[src/rtl/music_ctrl_pkg.sv]
// Shared definitions for the music player: play-state encoding used by
// music_ctrl and the top-level player.
package music_ctrl_pkg;

  localparam int STATE_W = 2;

  typedef enum logic [STATE_W-1:0] {
    ST_STOP  = 2'b00,
    ST_PLAY  = 2'b01,
    ST_PAUSE = 2'b10
  } play_state_e;

  // Map any encoding outside the legal set back to STOP.
  function automatic play_state_e sanitize_state(input play_state_e s);
    case (s)
      ST_STOP, ST_PLAY, ST_PAUSE: sanitize_state = s;
      default:                    sanitize_state = ST_STOP;
    endcase
  endfunction

endpackage

[src/rtl/music_idx_ctr.sv]
// Track index counter: wraps between 0 and NUM_SONGS-1 in both directions,
// with a synchronous clear and an asynchronous active-high reset.
module music_idx_ctr #(
  parameter int NUM_SONGS = 4,
  parameter int IDX_W     = 2
) (
  input  logic             clk,
  input  logic             reset,
  input  logic             inc,
  input  logic             dec,
  input  logic             clear,
  output logic [IDX_W-1:0] idx,
  output logic             at_last
);

  localparam logic [IDX_W-1:0] LAST = IDX_W'(NUM_SONGS - 1);

  logic [IDX_W-1:0] idx_q;
  logic [IDX_W-1:0] idx_d;

  // Wrap against the real track count, not the full index range.
  always_comb begin
    idx_d = idx_q;
    if (clear) begin
      idx_d = '0;
    end else if (inc) begin
      idx_d = (idx_q == LAST) ? '0 : idx_q + IDX_W'(1);
    end else if (dec) begin
      idx_d = (idx_q == '0) ? LAST : idx_q - IDX_W'(1);
    end
  end

  always_ff @(posedge clk or posedge reset) begin
    if (reset) begin
      idx_q <= '0;
    end else begin
      idx_q <= idx_d;
    end
  end

  assign idx     = idx_q;
  assign at_last = (idx_q == LAST);

endmodule

[src/rtl/music_ctrl.sv]
// Music player controller: STOP/PLAY/PAUSE state machine driven by button
// pulses and the sequencer's end-of-track strobe, with registered outputs.
module music_ctrl
  import music_ctrl_pkg::*;
#(
  parameter int NUM_SONGS = 4,
  parameter int IDX_W     = 2,
  parameter int LOOP      = 1
) (
  input  logic             clk,
  input  logic             reset,
  input  logic             play_pulse,
  input  logic             next_pulse,
  input  logic             prev_pulse,
  input  logic             song_done,
  output logic             playing,
  output logic [IDX_W-1:0] song,
  output logic             new_song
);

  play_state_e state_q;
  play_state_e state_d;
  logic        playing_q;
  logic        playing_d;
  logic        new_song_q;
  logic        new_song_d;

  logic        idx_inc;
  logic        idx_dec;
  logic        idx_clear;
  logic        idx_at_last;

  // One event per cycle, highest priority first; the rest are dropped.
  always_comb begin
    state_d    = sanitize_state(state_q);
    new_song_d = 1'b0;
    idx_inc    = 1'b0;
    idx_dec    = 1'b0;
    idx_clear  = 1'b0;

    if (play_pulse) begin
      case (state_q)
        ST_STOP: begin
          state_d    = ST_PLAY;
          new_song_d = 1'b1;
        end
        ST_PLAY:  state_d = ST_PAUSE;
        ST_PAUSE: state_d = ST_PLAY;
        default:  state_d = ST_STOP;
      endcase
    end else if (next_pulse) begin
      idx_inc    = 1'b1;
      new_song_d = 1'b1;
    end else if (prev_pulse) begin
      idx_dec    = 1'b1;
      new_song_d = 1'b1;
    end else if (song_done && (state_q == ST_PLAY)) begin
      if (!idx_at_last || (LOOP != 0)) begin
        idx_inc    = 1'b1;
        new_song_d = 1'b1;
      end else begin
        idx_clear = 1'b1;
        state_d   = ST_STOP;
      end
    end

    playing_d = (state_d == ST_PLAY);
  end

  always_ff @(posedge clk or posedge reset) begin
    if (reset) begin
      state_q    <= ST_STOP;
      playing_q  <= 1'b0;
      new_song_q <= 1'b0;
    end else begin
      state_q    <= state_d;
      playing_q  <= playing_d;
      new_song_q <= new_song_d;
    end
  end

  music_idx_ctr #(
    .NUM_SONGS (NUM_SONGS),
    .IDX_W     (IDX_W)
  ) u_idx_ctr (
    .clk     (clk),
    .reset   (reset),
    .inc     (idx_inc),
    .dec     (idx_dec),
    .clear   (idx_clear),
    .idx     (song),
    .at_last (idx_at_last)
  );

  assign playing  = playing_q;
  assign new_song = new_song_q;

endmodule
[config.mk]
export PLATFORM = sky130hd
export DESIGN_NAME = music_ctrl
export DESIGN_NICKNAME = d
export VERILOG_FILES = /design/src/rtl/music_ctrl_pkg.sv /design/src/rtl/music_idx_ctr.sv /design/src/rtl/music_ctrl.sv
export SDC_FILE = /design/constraint.sdc
export NUM_CORES = 1
export LEC_CHECK = 0
export ABC_AREA = 1
export CAP_MARGIN = 20
export CORE_AREA = 2 2 39 41
export DETAILED_ROUTE_END_ITERATION = 7
export DIE_AREA = 0 0 41 43
export PLACE_DENSITY = 0.48
export REMOVE_ABC_BUFFERS = 1
export SKIP_CTS_REPAIR_TIMING = 1
export SYNTH_ARGS = -nofsm -noshare
export SYNTH_HDL_FRONTEND = slang
export SYNTH_SLANG_ARGS = --single-unit
export TNS_END_PERCENT = 1
[constraint.sdc]
create_clock -name clk -period 1.2 [get_ports clk]
set_input_delay 0.18 -clock clk [delete_from_list [all_inputs] [get_ports clk]]
set_output_delay 0.18 -clock clk [all_outputs]
set_load 0.1 [all_outputs]
Word-level counts from Yosys, hierarchy flattened
Index checks and enable logic that the tools add are counted.
Widths: inputs -> output; s select.
{ "word_totals": {"register_bits": 6} }
{ "classes": {"n_addsub": 2, "eq_ne": 4, "n_mux": 18, "n_reduce_logical": 6} }
{ "op_table": {"columns": ["operator", "n"], "rows": [
  ["$mux 2", 6],
  ["$mux 1", 11],
  ["$eq 2x1->1 const B", 2],
  ["$eq 2x2->1 const B", 2],
  ["$logic_not 2->1", 2],
  ["$pmux 2 s2", 1],
  ["$reduce_or 3->1", 1],
  ["$add 2x1->2 const B", 1],
  ["$reduce_bool 2->1", 1],
  ["$reduce_or 2->1", 1],
  ["$sub 2x1->2 const B", 1],
  ["$logic_and 1x1->1", 1]
]} }

Longest topological paths before layout
{ "depth": {"word_depth": 7, "depth_mapped": 8, "depth_no_buf": 8} }

Cells and area by module
Synthesis repeated with hierarchy kept, for this count alone.
{ "unflattened": {"cells_unflattened": 49, "hier_area_um2": 356.6} }
{ "by_module_without_submodules": {"columns": ["module", "instances", "cells_each", "area_per_inst_um2", "seq_area_each_um2"], "rows": [
  ["music_ctrl", 1, 26, 193.9, 100.1],
  ["music_idx_ctr", 1, 23, 162.7, 50.0]
]} }

Worst setup path before layout
No wires, ideal clock.
{ "synth_timing": {"path_kind": "register to register", "from": "register u_idx_ctr.idx_q[0], in the netlist u_idx_ctr.idx[0]", "to": "register u_idx_ctr.idx_q[1], in the netlist u_idx_ctr.idx[1]", "arrival_time_ns": 1.563, "setup_slack_ns": -0.483, "path_stages_with_launch": 7, "period_less_slack_ns": 1.683, "cell_sequence": "dfrtp_1 > inv_1 > ha_1 > inv_1 > nand2_1 > nand3_1 > nand2_1"} }
{ "synth_via": {"elab_chain_cells": 4, "word_cells_on_any_way": 8} }
{ "synth_lines": {"columns": ["element", "line_no", "rtl"], "rows": [
  ["start: declaration", "music_idx_ctr.sv:18", "logic [IDX_W-1:0] idx_q;"],
  ["start signal: assignment", "music_idx_ctr.sv:37", "idx_q <= idx_d;"],
  ["$sub 2x1->2 or $logic_not 2->1 (tied branches)", "music_idx_ctr.sv:29", "idx_d = (idx_q == '0) ? LAST : idx_q - IDX_W'(1);"],
  ["$mux 2", "music_idx_ctr.sv:29", null],
  ["$mux 2", "music_idx_ctr.sv:28", "end else if (dec) begin"],
  ["$mux 2 (*)", "music_idx_ctr.sv:26", "end else if (inc) begin"]
]} }
Every way passes the cells marked *; elsewhere a longest branch is shown, timed or not. The select of a mux whose other input is x is not followed.
A chain may end at the register's enable or synchronous reset.

Worst setup path in the final report
{ "layout_timing": {"from": "register u_idx_ctr.idx_q[0], in the netlist u_idx_ctr.idx[0]", "to": "output port song[0]"} }
{ "layout_rtl": {"columns": ["element", "line_no", "rtl"], "rows": [
  ["end: declaration", "music_ctrl.sv:17", "output logic [IDX_W-1:0] song,"]
]} }
No word-level cell between the ends.

==> results.cfg <==
[floorplan]
fp.dieArea_um2 = 1760
placementRows = 14
core_um2 = 1380
die-height_um = 43
die_w_um = 41
initial_utilization = 0.233
ioPinCount = 10

[synth]
yosys_warnings = 0
post_synth_and_or_nand_nor_area_fraction = 0.279
yosys.area_share.adder = 0.0775
compound_gate_portion_of_the_synthesized_area = 0.0620
synth.yosys.seq_area_share = 0.465
synth-seq-cells = 6
post_synth_xor_area_fraction = 0
synth.distinct_cells = 10
netlist_area_um2 = 323
syn_avg_cell_area_um2 = 7.51
synth_cells = 43
dominant_combinational_cell_family_by_area_after_synthesis = simple AND/OR/NAND/NOR gates
synthMuxAreaShare = 0

[clock_network]
tritoncts = done
cts_num_sinks = 6
numCtsBuffers = 3
clock_tree.htree_level_count = 1
clockBufferDepth = 2
root_buffer = sky130_fd_sc_hd__clkbuf_4
clk_pin_slew_ns = 0.04
insertion_delay_ns = 0.24

[worst_setup_path]
path_cells = buf_4 > buf_12
critical_path.endpoint_type = output pin
cp_data_required_time_ns = 1.02
worst_path_largest_cell_delay_ns = 0.37
crit_type = flop to output pin
crit_path_max_fanout = 4
slowest_stage = sky130_fd_sc_hd__dfrtp_1
cp.arrival_ns = 0.93
start_kind = flop
critical_path_buf_inv_count = 2
cell_family_with_most_cp_delay = flip-flops

[global_routing]
grt_overflow = 0
grt-busiest-layer = met2
grt_use_met1 = 0.107
groute.layer.met2.usage = 0.119
met3_usage = 0.0785
grt_usage = 0.0897
grt_max_degree = 7
vias_in_the_first_global_route = 271
antenna_violations_before_repair = 0
grt_pass1_wl_um = 1020

[drt]
drt-wirelength-per-cell_um = 7.42
routed_wirelength_um = 542
detail_route.vias_per_cell = 4.19
dr_total_vias = 306
ant_nets = 0
detailedRoute.firstPassIterationCount = 5
detail_route.drc_violations = 0
detailed_router_s_first_iteration_violation_count = 3

[timing]
slew_viol_final = 0
rsz0062_at_grt = false
layout_worst_path_cycle_share = 0.924
report.final.setup_viol = 0
achievable-frequency_mhz = 902
timing.final.crit_period_ns = 1.11
maxSlewHeadroom = 0.848
hold_vio_cnt_final = 0
maximum_clock_skew_at_final_layout_ns = 0.00265
fin_setup_tns_ns = 0
transition_at_the_pin_with_the_smallest_max_transition_slack_ns = 0.228
setup_slack_ns = 0.0909

[power]
fin_total_pwr_w = 0.00133
vdd_drop_max_mv = 0.940
static-leakage-power_nw = 0.268
power_per_unit_of_standard_cell_area_nw_per_um2 = 2610

[layout]
final_core_util = 0.369
num_antenna_cells = 0
layout-area-overhead-vs-synth_pct = 58.1
final_cell_area_um2 = 510
layout-drive-gt1-share = 0.228
layout.nets = 67

[placement]
gp_congestion = 0.697
postPlaceCellArea_um2 = 488
dp_wirelength_um = 484
place.port_buffers = 9
post-place-ws_ns = 0.00542

[worst_hold_path]
hp-class = input port to async pin

[run_status]
outcome = complete, no violations

[run]
max_cap_viols = 0
[metrics by stage]
step | std cells | hold WS [ns]
4_1_cts | 73 | 0.161
2_1_floorplan | 43 | -0.0290
3_5_place_dp | 70 | 0.419
6_report | 73 | 0.153
5_1_grt | 73 | 0.188
3_3_place_gp | 70 | 0.418
[kinds of logic (layout without fill, tap and decap cells)]
| logic type | count (synthesis) | count (layout) |
|---|---|---|
| adder cells (fa/ha/maj) | 2 | 2 |
| flip-flops | 6 | 6 |
| buffers and inverters | 10 | 24 |
| AND/OR/NAND/NOR | 21 | 21 |
| AO/OA/AOI/OAI | 4 | 4 |
[power breakdown]
group,switching (W),leakage [nW],internal (W)
logic,0.000531,0.181,0.000317
registers,0.0000395,0.0728,0.000264
clock network,0.0000653,0.0138,0.000113
[metal layers]
layer,share of wire,wire length [µm]
met1,0.42,225
met2,0.50,272
met3,0.081,44
met4,0,0
met5,0,0
[registers in the layout, summed over array words and instances, names as in the netlist]
signal	flops
new_song	1
playing	1
state_q	2
u_idx_ctr.idx	2
[placed cells by master (no fill, tap or decap)]
cell | synthesis | routed
sky130_fd_sc_hd__inv_1 | 7 | 7
sky130_fd_sc_hd__nor2_1 | 2 | 2
sky130_fd_sc_hd__nand4_1 | 1 | 1
sky130_fd_sc_hd__inv_2 | 3 | 3
sky130_fd_sc_hd__buf_12 | 0 | 4
sky130_fd_sc_hd__buf_4 | 0 | 2
sky130_fd_sc_hd__nand2_2 | 1 | 1
sky130_fd_sc_hd__o21ai_0 | 4 | 4
sky130_fd_sc_hd__clkbuf_4 | 0 | 3
sky130_fd_sc_hd__nand3_1 | 5 | 5
sky130_fd_sc_hd__dfrtp_1 | 6 | 6
sky130_fd_sc_hd__clkdlybuf4s50_1 | 0 | 5
sky130_fd_sc_hd__ha_1 | 2 | 2
sky130_fd_sc_hd__nand2_1 | 12 | 12
[area by class of cell]
| type | count | area, µm² |
|---|---|---|
| clock buffers | 3 | 22.5 |
| fillers | 147 | 873 |
| inverters | 10 | 37.5 |
| multi-input cells | 27 | 135 |
| flip-flops and latches | 6 | 150 |
| well taps | 16 | 20.0 |
| repair buffers | 11 | 145 |
[cells in the mapped netlist]
cell / number / share of area
sky130_fd_sc_hd__dfrtp_1: 6 / 0.47
sky130_fd_sc_hd__ha_1: 2 / 0.078
sky130_fd_sc_hd__inv_1: 7 / 0.081
sky130_fd_sc_hd__inv_2: 3 / 0.035
sky130_fd_sc_hd__nand2_1: 12 / 0.14
sky130_fd_sc_hd__nand2_2: 1 / 0.019
sky130_fd_sc_hd__nand3_1: 5 / 0.078
sky130_fd_sc_hd__nand4_1: 1 / 0.019
sky130_fd_sc_hd__nor2_1: 2 / 0.023
sky130_fd_sc_hd__o21ai_0: 4 / 0.062
[worst paths after layout]
| path | start | to | slack, ns | cells after the start |
|---|---|---|---|---|
| min reg2reg | state_q[1] | new_song | 0.52 | 1 |
| max reg2reg | u_idx_ctr.idx[0] | u_idx_ctr.idx[1] | 0.20 | 6 |
| max in group asynchronous | reset | state_q[0] | 0.86 | 2 |
| max | u_idx_ctr.idx[0] | song[0] | 0.09 | 2 |
| min in group clk | state_q[1] | new_song | 0.52 | 1 |
| min | reset | new_song | 0.15 | 2 |
(Power assumes the default switching activity.)
